File: src/rtl/trivium_pkg.sv
// Shared constants, state enum and load-mapping helpers for the Trivium keystream generator.
package trivium_pkg;

  localparam int STATE_W    = 288;
  localparam int KEY_W      = 80;
  localparam int IV_W       = 80;
  localparam int KEY_BYTES  = 10;
  localparam int IV_BYTES   = 10;
  localparam int LOAD_BYTES = KEY_BYTES + IV_BYTES;
  localparam int BCNT_W     = 5;

  // Tap positions use the 1-based numbering s1..s288; vector index is tap-1.
  localparam int TAP_66  = 66;
  localparam int TAP_69  = 69;
  localparam int TAP_91  = 91;
  localparam int TAP_92  = 92;
  localparam int TAP_93  = 93;
  localparam int TAP_162 = 162;
  localparam int TAP_171 = 171;
  localparam int TAP_175 = 175;
  localparam int TAP_176 = 176;
  localparam int TAP_177 = 177;
  localparam int TAP_243 = 243;
  localparam int TAP_264 = 264;
  localparam int TAP_286 = 286;
  localparam int TAP_287 = 287;
  localparam int TAP_288 = 288;

  localparam int IV_BASE = TAP_93;

  typedef enum logic [1:0] {
    ST_IDLE = 2'd0,
    ST_LOAD = 2'd1,
    ST_INIT = 2'd2,
    ST_RUN  = 2'd3
  } state_e;

  function automatic logic [8:0] byte_base(input logic [BCNT_W-1:0] n);
    logic [BCNT_W-1:0] k;
    if (n < BCNT_W'(KEY_BYTES)) return 9'({n, 3'b000});
    k = n - BCNT_W'(KEY_BYTES);
    return 9'(IV_BASE) + 9'({k, 3'b000});
  endfunction

  // Fresh state for key byte 0: constant ones in s286..s288, everything else cleared.
  function automatic logic [STATE_W-1:0] seed_state(input logic [7:0] b);
    logic [STATE_W-1:0] s;
    s              = '0;
    s[TAP_286-1]   = 1'b1;
    s[TAP_287-1]   = 1'b1;
    s[TAP_288-1]   = 1'b1;
    s[7:0]         = b;
    return s;
  endfunction

endpackage

File: src/rtl/trivium_stream_gen_if.sv
// Load-byte and keystream handshake bundle; valid/ready pairs transfer on a clock edge where both are high.
// TRIVIUM_STREAM_XOR_EN adds the plaintext input and the completed-word counter.
interface trivium_stream_gen_if #(
  parameter int W = 8
) ();

  logic         load_valid;
  logic         load_ready;
  logic [7:0]   load_data;
  logic         busy;
  logic         ks_valid;
  logic         ks_ready;
  logic [W-1:0] ks_data;
`ifdef TRIVIUM_STREAM_XOR_EN
  logic [W-1:0] pt_data;
  logic [31:0]  ks_cnt;

  modport slave (
    input  load_valid, load_data, ks_ready, pt_data,
    output load_ready, busy, ks_valid, ks_data, ks_cnt
  );

  modport master (
    output load_valid, load_data, ks_ready, pt_data,
    input  load_ready, busy, ks_valid, ks_data, ks_cnt
  );
`else
  modport slave (
    input  load_valid, load_data, ks_ready,
    output load_ready, busy, ks_valid, ks_data
  );

  modport master (
    output load_valid, load_data, ks_ready,
    input  load_ready, busy, ks_valid, ks_data
  );
`endif

endinterface

File: src/rtl/trivium_round_unroll.sv
// W Trivium rounds unrolled combinationally; z_o[0] is the output bit of the first round.
module trivium_round_unroll
  import trivium_pkg::*;
#(
  parameter int W = 8
) (
  input  logic [STATE_W-1:0] state_i,
  output logic [STATE_W-1:0] state_o,
  output logic [W-1:0]       z_o
);

  always_comb begin : p_rounds
    logic [STATE_W-1:0] s;
    logic t1;
    logic t2;
    logic t3;
    s   = state_i;
    z_o = '0;
    t1  = 1'b0;
    t2  = 1'b0;
    t3  = 1'b0;
    for (int i = 0; i < W; i++) begin
      t1     = s[TAP_66-1]  ^ s[TAP_93-1];
      t2     = s[TAP_162-1] ^ s[TAP_177-1];
      t3     = s[TAP_243-1] ^ s[TAP_288-1];
      z_o[i] = t1 ^ t2 ^ t3;
      t1     = t1 ^ (s[TAP_91-1]  & s[TAP_92-1])  ^ s[TAP_171-1];
      t2     = t2 ^ (s[TAP_175-1] & s[TAP_176-1]) ^ s[TAP_264-1];
      t3     = t3 ^ (s[TAP_286-1] & s[TAP_287-1]) ^ s[TAP_69-1];
      // Three registers shift by one: s1..s93 <- t3, s94..s177 <- t1, s178..s288 <- t2.
      s      = {s[286:177], t2, s[175:93], t1, s[91:0], t3};
    end
    state_o = s;
  end

endmodule

File: src/rtl/trivium_stream_gen.sv
// Trivium keystream generator: byte-serial key/IV load, internal warm-up, W keystream bits per handshake.
// Build option TRIVIUM_STREAM_XOR_EN: ks_data = keystream ^ pt_data and a 32-bit completed-word counter.
module trivium_stream_gen
  import trivium_pkg::*;
#(
  parameter int W           = 8,
  parameter int INIT_ROUNDS = 1152
) (
  input  logic                  clk,
  input  logic                  rst_n,
  input  logic                  clear,
  trivium_stream_gen_if.slave   bus,
  output state_e                dbg_state,
  output logic [BCNT_W-1:0]     dbg_byte_cnt
);

  localparam int INIT_CYCLES = INIT_ROUNDS / W;
  localparam int RND_W       = $clog2(INIT_CYCLES + 1);

  if (!(W == 1 || W == 2 || W == 4 || W == 8 || W == 16 || W == 32 || W == 64) ||
      (INIT_ROUNDS % W) != 0 || INIT_ROUNDS < W ||
      KEY_W != 8 * KEY_BYTES || IV_W != 8 * IV_BYTES) begin : g_bad_param
    $error("trivium_stream_gen: W must be a power of two in 1..64 dividing INIT_ROUNDS");
  end

  state_e             state_q, state_d;
  logic [BCNT_W-1:0]  bcnt_q, bcnt_d;
  logic [RND_W-1:0]   rnd_q, rnd_d;
  logic [STATE_W-1:0] s_q, s_d, s_adv;
  logic [W-1:0]       z;
  logic               load_ready;
  logic               load_acc;
  logic               last_byte;
  logic               run;

  trivium_round_unroll #(.W(W)) u_round (
    .state_i (s_q),
    .state_o (s_adv),
    .z_o     (z)
  );

  assign run        = (state_q == ST_RUN);
  assign load_ready = (state_q != ST_INIT);
  assign load_acc   = bus.load_valid && load_ready;
  assign last_byte  = (bcnt_q == BCNT_W'(LOAD_BYTES - 1));

  assign bus.load_ready = load_ready;
  assign bus.busy       = (state_q == ST_INIT);
  assign bus.ks_valid   = run;
`ifdef TRIVIUM_STREAM_XOR_EN
  assign bus.ks_data    = run ? (z ^ bus.pt_data) : '0;
`else
  assign bus.ks_data    = run ? z : '0;
`endif

  assign dbg_state    = state_q;
  assign dbg_byte_cnt = bcnt_q;

  always_comb begin
    state_d = state_q;
    bcnt_d  = bcnt_q;
    rnd_d   = rnd_q;
    s_d     = s_q;
    if (clear) begin
      state_d = ST_IDLE;
      bcnt_d  = '0;
      rnd_d   = '0;
      s_d     = '0;
    end else begin
      case (state_q)
        ST_IDLE: begin
          if (load_acc) begin
            s_d     = seed_state(bus.load_data);
            bcnt_d  = BCNT_W'(1);
            state_d = ST_LOAD;
          end
        end
        ST_LOAD: begin
          if (load_acc) begin
            s_d[byte_base(bcnt_q) +: 8] = bus.load_data;
            bcnt_d = bcnt_q + BCNT_W'(1);
            if (last_byte) begin
              state_d = ST_INIT;
              rnd_d   = '0;
            end
          end
        end
        ST_INIT: begin
          s_d   = s_adv;
          rnd_d = rnd_q + RND_W'(1);
          if (rnd_q == RND_W'(INIT_CYCLES - 1)) state_d = ST_RUN;
        end
        ST_RUN: begin
          // A load byte aborts the stream even when the current word is also taken.
          if (load_acc) begin
            s_d     = seed_state(bus.load_data);
            bcnt_d  = BCNT_W'(1);
            state_d = ST_LOAD;
          end else if (bus.ks_ready) begin
            s_d = s_adv;
          end
        end
        default: state_d = ST_IDLE;
      endcase
    end
  end

  always_ff @(posedge clk or negedge rst_n) begin
    if (!rst_n) begin
      state_q <= ST_IDLE;
      bcnt_q  <= '0;
      rnd_q   <= '0;
      s_q     <= '0;
    end else begin
      state_q <= state_d;
      bcnt_q  <= bcnt_d;
      rnd_q   <= rnd_d;
      s_q     <= s_d;
    end
  end

`ifdef TRIVIUM_STREAM_XOR_EN
  logic [31:0] cnt_q, cnt_d;
  logic        ks_fire;

  assign ks_fire    = run && bus.ks_ready;
  assign bus.ks_cnt = cnt_q;

  always_comb begin
    cnt_d = cnt_q;
    if (clear) begin
      cnt_d = '0;
    end else if (state_q == ST_LOAD && load_acc && last_byte) begin
      cnt_d = '0;
    end else if (ks_fire) begin
      cnt_d = cnt_q + 32'd1;
    end
  end

  always_ff @(posedge clk or negedge rst_n) begin
    if (!rst_n) cnt_q <= '0;
    else        cnt_q <= cnt_d;
  end
`endif

endmodule

File: src/flat_wrapper.sv
// flat-port wrapper written by rule: the top's interface ports become plain ports
module trivium_stream_gen_flat import trivium_pkg::*;
#(
  parameter int W           = 8,
  parameter int INIT_ROUNDS = 1152
)
  (clk, rst_n, clear, dbg_state, dbg_byte_cnt, bus_load_valid, bus_load_data, bus_ks_ready, bus_load_ready, bus_busy, bus_ks_valid, bus_ks_data);
  trivium_stream_gen_if #(.W(W)) bus_i ();
  input  logic clk;
  input  logic rst_n;
  input  logic clear;
  output state_e dbg_state;
  output logic [BCNT_W-1:0] dbg_byte_cnt;
  input wire logic [$bits(bus_i.load_valid)-1:0] bus_load_valid;
  input wire logic [$bits(bus_i.load_data)-1:0] bus_load_data;
  input wire logic [$bits(bus_i.ks_ready)-1:0] bus_ks_ready;
  output wire logic [$bits(bus_i.load_ready)-1:0] bus_load_ready;
  output wire logic [$bits(bus_i.busy)-1:0] bus_busy;
  output wire logic [$bits(bus_i.ks_valid)-1:0] bus_ks_valid;
  output wire logic [$bits(bus_i.ks_data)-1:0] bus_ks_data;
  assign bus_i.load_valid = bus_load_valid;
  assign bus_i.load_data = bus_load_data;
  assign bus_i.ks_ready = bus_ks_ready;
  assign bus_load_ready = bus_i.load_ready;
  assign bus_busy = bus_i.busy;
  assign bus_ks_valid = bus_i.ks_valid;
  assign bus_ks_data = bus_i.ks_data;
  trivium_stream_gen #(.W(W), .INIT_ROUNDS(INIT_ROUNDS)) u_core (.clk(clk), .rst_n(rst_n), .clear(clear), .bus(bus_i), .dbg_state(dbg_state), .dbg_byte_cnt(dbg_byte_cnt));
endmodule
File: config.mk
export PLATFORM = sky130hd
export DESIGN_NAME = trivium_stream_gen_flat
export DESIGN_NICKNAME = d
export VERILOG_FILES = /design/src/rtl/trivium_pkg.sv /design/src/rtl/trivium_stream_gen_if.sv /design/src/rtl/trivium_round_unroll.sv /design/src/rtl/trivium_stream_gen.sv /design/src/flat_wrapper.sv
export SDC_FILE = /design/constraint.sdc
export NUM_CORES = 1
export LEC_CHECK = 0
export ABC_AREA = 1
export CORE_MARGIN = 4
export CORE_UTILIZATION = 25
export CTS_CLUSTER_DIAMETER = 30
export DETAILED_ROUTE_END_ITERATION = 16
export PLACE_DENSITY = 0.5
export SLEW_MARGIN = 30
export SYNTH_ARGS = -nofsm -noshare
export SYNTH_HDL_FRONTEND = slang
export SYNTH_HIERARCHICAL = 1
export SYNTH_SLANG_ARGS = --single-unit
File: constraint.sdc
create_clock -name clk -period 3.4 [get_ports clk]
set_clock_uncertainty 0.15 [all_clocks]
set_input_delay 0.68 -clock clk [delete_from_list [all_inputs] [get_ports clk]]
set_output_delay 0.68 -clock clk [all_outputs]
set_load 0.01 [all_outputs]
==> results of run 1 <==
[area by class of cell]
type                       count  area (um^2)
timing repair buffer         214         2100
tap                         1265         1580
inverter                     358         1370
sequential                   303         7600
multi-input combinational   2754        12400
clock inverter                36          287
clock buffer                 152         3010
fill                       10500        66500
[worst min path at each step]
stage,slack (ns),depth (start not counted),end,start
finish,0.35,2,u_core/s_q[119],u_core/s_q[119]
global route,0.36,2,u_core/s_q[30],u_core/s_q[30]
CTS,0.35,2,u_core/s_q[221],u_core/s_q[221]
detailed placement,0.34,2,u_core/s_q[273],u_core/s_q[273]
global placement,0.33,2,u_core/s_q[162],u_core/s_q[162]
floorplan,0.23,0,u_core/dbg_byte_cnt[0],rst_n
[repair_timing]
item                       4_1_cts  5_1_grt
buffers inserted                 0       20
setup endpoints to repair        8      260
pin swaps                        0       13
hold buffers                     1        0
gates cloned                     0        1
resized for setup                4       71
hold endpoints to repair        51        0
[cells in the mapped netlist (4+ instances only)]
cell type | n | area [um^2]
dfrtp_1 | 303 | 7580
clkbuf_1 | 93 | 349
clkinv_1 | 4 | 15.0
a22o_1 | 6 | 52.6
nor2_4 | 18 | 203
nor3_1 | 16 | 80.1
buf_1 | 13 | 48.8
buf_2 | 51 | 255
xor2_1 | 30 | 263
nand2_2 | 14 | 87.6
nor2_2 | 25 | 156
inv_2 | 36 | 135
inv_1 | 318 | 1190
buf_4 | 277 | 2080
o21ai_1 | 48 | 240
o211ai_1 | 32 | 240
nand3_1 | 199 | 996
nand4_1 | 37 | 231
nand2_1 | 1776 | 6670
o221ai_1 | 5 | 43.8
ha_1 | 12 | 150
nor2_1 | 102 | 383
a21oi_1 | 122 | 611
nand3_2 | 7 | 70.1
o21ai_0 | 268 | 1340
buf_6 | 5 | 56.3
nand2_4 | 4 | 45.0
[metal layers]
layer | vias to the layer above | global-route usage, % | wire length, um
met3 | 224 | 3.15 | 6200
li1 | 11600 | - | -
met1 | 11100 | 24.6 | 41200
met2 | 888 | 28.4 | 40800
met5 | - | 0 | 0
met4 | 0 | 7.50 | 4090
[registers in the layout, indices dropped and copies added (netlist names)]
| signal | flops |
|---|---|
| u_core/rnd_q | 8 |
| u_core/dbg_byte_cnt | 5 |
| u_core/s_q | 288 |
| u_core/dbg_state | 2 |
[tightest hold or removal path, delay by kind of cell (launching register included)]
kind | cells | cell delay, ns
DFF | 1 | 0.35
and+or+nand+nor | 2 | 0.11
[through the flow]
stage / setup slack (ns) / cell area, um^2 / util, % / hold WS [ns]
after floorplan: 0.00579 / 23900 / - / 0.234
final: 0.0807 / 28300 / 29.9 / 0.346
after detailed placement: 0.0690 / 24500 / 25.9 / 0.337
after global routing: 0.00651 / 28300 / 29.9 / 0.364
after CTS: 0.0162 / 27800 / 29.3 / 0.351
after global placement: 0.0660 / 24500 / 25.9 / 0.332
[power breakdown]
group	internal (mW)	total (mW)	switching (mW)
registers	3.75	3.87	0.122
logic	2.32	8.48	6.16
clock network	6.16	8.87	2.71
[logic make-up (layout without fill, tap and decap cells)]
logic type	Yosys count	after routing	synth area share (%)
xor+xnor	32	32	1.17
compound gates	498	498	11.2
flops	303	303	31.8
fa+ha+maj	12	12	0.629
simple gates	2212	2212	37.9
buf+inv	797	760	17.3
==> results.md, run 1 <==
* Worst Path Arrival at around 2.5 ns
* Setup TNS at 0 ns
* Post-detail-place hpwl at about 63 mm
* Worst vdd ir at 0.000545 V
* Clk slew on worst S/H paths at 0.04 ns
* FF-to-FF End: u_core/s_q[236]
* Crit. Startpoint: u_core/s_q[235]
* Vias at between 20000 and 25000
* Cts bufs inserted at 102
* Worst reg2reg startpoint: u_core/dbg_byte_cnt[1]
* Worst path cell trace: inv_1, nand2_1, nand2_1, nand2_1, nand2_1, nand2_1, nand2_1, nand2_1, inv_1, clkdlybuf4s50_1
* DRC Markers at 0
* Mapped Cells at 3854
* Gr usage total at approximately 18%
* Post-Place Cells at around 5000
* Die Height at approximately 320 um
* P&R area growth vs syn at 18.6%
* CP top delay family: buffers and inverters
* DR pass1 iterations at 5
* Register area share after synthesis at a little under a third
* Slew headroom at between 40% and 50%
* Max-slew violations at 0
* CP Class: reg -> out
* Max cap viols at 0
* Status: completed
* CTS root buf: clkbuf_16
* Core region area at approximately 95000 um^2
* Wirelength, routed at approximately 92 mm
* Total clock sinks at slightly above 300
* Highest clock rate at ~0.30 GHz
* Startpoint types: flip-flop
* # nets final at 3758
* Later-pin clock latency in the skew report at 0.65 ns
* Port Buffers at 30
* Setup-failing EPs final at 0
* Largest net degree at the start of global routing at roughly 190
* Yosys reg bits at roughly 300
* Post-synthesis async set-or-reset flop share at 100%
* CP Buf/Inv Count at 3
* Initial antenna violation count at 0
* Crit end category: output port
* Number of I/O pins at 31
* Leak pwr at roughly 14 nW
* Fin cells at 5082
* DIE AREA at 101000 um^2
* Routability Congestion at slightly above 0.9
* Cell variety after synth at 47
* Min-Delay Path Class: reg -> reg
* Vias per inst at 4.69
* Vias in the first global route at ~22000
* CTS max path bufs at 3
* Drt wl/cell at between 15 and 20 um
* CP most frequent cell: nand2_1
* Commonest non-fill, non-tap cell in the layout: nand2_1
* Post-Syn Nets at 3879
* Avg Cell Area, Syn at around 6.2 um^2
* Final hold violations at 0
* RSZ-0062 raised after global routing: false
* Required time worst endpoint at around 2.6 ns
* H-tree depth at 3
* Die Wd at between 300 and 400 um
* Worst-Margin Slew at around 0.84 ns
* Reg2Reg Depth at 21
* Levels on crit path at 10
* Total grt overflow at 0
* Max incr delay on CP at between 0.5 and 0.6 ns
* Final min period at roughly 3.3 ns
* Yosys warning total at 6
* Max stage delay cell, worst path: clkdlybuf4s50_1
* ANT cells at 0
* DRT iter0 DRCs at 2297
* Period utilization at 97.6%
* Rows at between 100 and 150
* Setup slack, reg-to-reg at roughly 0.24 ns
* Post-synth EDFFs at 0
* Initial Util at 25.2%
* CTS tree: built
* Total chip power at approximately 21 mW
* CP endpoint: bus_ks_data[7]
* Worst-path fanout max at 4
* Post-Syn Area at approximately 24000 um^2
* First-pass GRT wire length at about 140 mm
* Most frequent cells in the layout: nand2_1 (1767), inv_1 (311), dfrtp_1 (291)
* Antenna Nets Post-Route at 0
* Ys flop type: dfrtp_1
* Power Density at about 750 nW/um^2
* Share of layout cells above drive strength 1 at 13.4%
No activity file was read; power rests on OpenSTA's default activity.
==> run 2: changes to the inputs <==
- TNS_END_PERCENT: unset -> 10
==> results.md, run 2 (synthesis results as in run 1) <==
* First-pass GRT wire length at 140 mm (unchanged)
* RSZ-0062 raised after global routing: true
* Largest net degree at the start of global routing at 186 (unchanged)
* Setup-failing EPs final at 0 (unchanged)
* Reg2Reg Depth at 20 (-4.8%)
* Max-slew violations at 0 (unchanged)
* Most frequent cells in the layout: nand2_1 (1768), inv_1 (311), dfrtp_1 (291)
* Worst-Margin Slew at 0.834 ns (-0.00376 ns)
* Hold Path Stages at 2 (unchanged)
* Rows at 113 (unchanged)
* Worst Hold End: u_core/rnd_q[1]
* Wirelength, routed at 92.4 mm (+0.15%)
* Hold Crit Start: u_core/rnd_q[1]
* Leak pwr at 14.1 nW (about the same)
* Sequential power share at 18.3% (about the same)
* Max cap viols at 0 (unchanged)
* Total chip power at 21.2 mW (about the same)
* DRT iter0 DRCs at 2354 (+2.5%)
* H-tree depth at 3 (unchanged)
* Die Wd at 317 um (unchanged)
* Final hold violations at 0 (unchanged)
* Gr usage total at 18.1% (unchanged)
* FF-to-FF End: u_core/s_q[160]
* Comb power frac at 39.9% (about the same)
* Worst vdd ir at 0.000541 V (-0.70%)
* Max reg flops at 288 (unchanged)
* CP Class: reg -> out
* Switching power at 8.98 mW (-0.14%)
* Total grt overflow at 0 (unchanged)
* Clock power share at 41.8% (about the same)
* Startpoint types: flip-flop
* CTS max path bufs at 3 (unchanged)
* Total clock sinks at 303 (unchanged)
* Routability Congestion at 0.919 (unchanged)
* Min-Delay Path Class: reg -> reg
* Clk slew on worst S/H paths at 0.04 ns (about the same)
* Crit end category: output port
* Cts bufs inserted at 102 (unchanged)
* Required time worst endpoint at 2.57 ns (about the same)
* Min Hold Slack at 0.346 ns (-0.0000410 ns)
* # nets final at 3758 (unchanged)
* Share of layout cells above drive strength 1 at 13.3% (-0.026 points)
* Power Density at 749 nW/um^2 (about the same)
* DR pass1 iterations at 5 (unchanged)
* CTS root buf: clkbuf_16
* Port Buffers at 30 (unchanged)
* Switching part of the total at 42.3% (about the same)
* Top reg by flops: u_core/s_q
* Number of I/O pins at 31 (unchanged)
* Final min period at 3.32 ns (-0.00102 ns)
* Worst-path fanout max at 4 (unchanged)
* Vias per inst at 4.69 (about the same)
* Die Height at 317 um (unchanged)
* Highest clock rate at 0.301 GHz (about the same)
* Vias at 23800 (-0.055%)
* Core region area at 94900 um^2 (unchanged)
* Setup slack, reg-to-reg at 0.20 ns (-0.04 ns)
* Worst Path Arrival at 2.49 ns (about the same)
* Antenna Nets Post-Route at 0 (unchanged)
* Status: completed
* Initial Util at 25.2% (unchanged)
* Commonest non-fill, non-tap cell in the layout: nand2_1
* P&R area growth vs syn at 18.6% (about the same)
* Vias in the first global route at 22400 (unchanged)
* Initial antenna violation count at 0 (unchanged)
* Worst reg2reg startpoint: u_core/dbg_byte_cnt[1]
* DRC Markers at 0 (unchanged)
* Int Power at 12.2 mW (about the same)
* Post-detail-place hpwl at 63.3 mm (unchanged)
* Drt wl/cell at 18.2 um (+0.13%)
* Later-pin clock latency in the skew report at 0.65 ns (about the same)
* Period utilization at 97.6% (about the same)
* CTS tree: built
* DIE AREA at 101000 um^2 (unchanged)
* Slew headroom at 44.4% (+0.25 points)
run 2: cell types whose count changed in the layout (fill, tap and decap cells not counted):
cell,delta
nand2_2,-1
diode_2,+1
ha_4,-1
nand2_1,+1
ha_2,+1
run 2: repair_timing:
| item | 4_1_cts | 5_1_grt |
|---|---|---|
| endpoints found under the hold margin | 51 | 0 |
| endpoints found under the setup margin | 8 | 260 |
| gates cloned | 0 | 1 |
| hold buffers | 1 | 0 |
| gates resized for setup | 4 | 69 |
| pin swaps | 0 | 12 |
| setup buffers | 0 | 20 |
run 2: worst max-delay path, cell delays in order, from the launching register on:
cell and delay [ns]:
dfrtp_2 0.48, inv_1 0.10, nand2_1 0.05, nand2_1 0.12, nand2_1 0.09, nand2_1 0.08
nand2_1 0.05, nand2_1 0.06, nand2_1 0.15, inv_1 0.11, clkdlybuf4s50_1 0.54
run 2: layer usage:
metal / track usage [%] / wire length, um / up-vias
met5: 0 / 0 / -
met4: 7.50 / 4140 / 0
met3: 3.15 / 6200 / 228
met2: 28.4 / 41000 / 891
met1: 24.6 / 41100 / 11100
li1: - / - / 11600
run 2: how the worst max path moves through the flow:
stage                                start         endpoint  slack (ns)  cells after the start
floorplan           u_core/dbg_byte_cnt[1]  u_core/s_q[243]       0.006                     21
CTS                        u_core/s_q[236]   bus_ks_data[6]        0.02                      9
finish                     u_core/s_q[235]   bus_ks_data[7]        0.08                     10
global route        u_core/dbg_byte_cnt[1]  u_core/s_q[141]       -0.01                     22
global placement    u_core/dbg_byte_cnt[1]  u_core/s_q[193]        0.07                     17
detailed placement  u_core/dbg_byte_cnt[1]   u_core/s_q[98]        0.07                     23
run 2: power by group through the flow:
stage          clock [mW]  sequential (mW)  combinational [mW]
2_1_floorplan           0             3.90                4.55
3_3_place_gp            0             3.92                7.88
3_5_place_dp            0             3.92                7.84
4_1_cts              9.01             3.87                7.87
5_1_grt              9.23             3.89                8.99
6_report             8.87             3.87                8.47
run 2: cell type report:
cell class,instances,area [um^2]
diodes,1,2.50
clock buffers,152,3010
clock inverters,36,287
fillers,10500,66600
inverters,358,1370
multi-input cells,2754,12400
flip-flops and latches,303,7600
well taps,1265,1580
repair buffers,214,2100
run 2: metrics by stage:
step / util, % / setup slack [ns] / setup TNS (ns) / instance area, um^2 / std cells
finish: 29.8 / 0.0818 / 0 / 28300 / 5083
global route: 29.8 / -0.0115 / -0.0171 / 28300 / 5082
CTS: 29.3 / 0.0162 / 0 / 27800 / 5060
detailed placement: 25.9 / 0.0690 / 0 / 24500 / 4871
global placement: 25.9 / 0.0660 / 0 / 24500 / 4871
floorplan: - / 0.00579 / 0 / 23900 / 3854
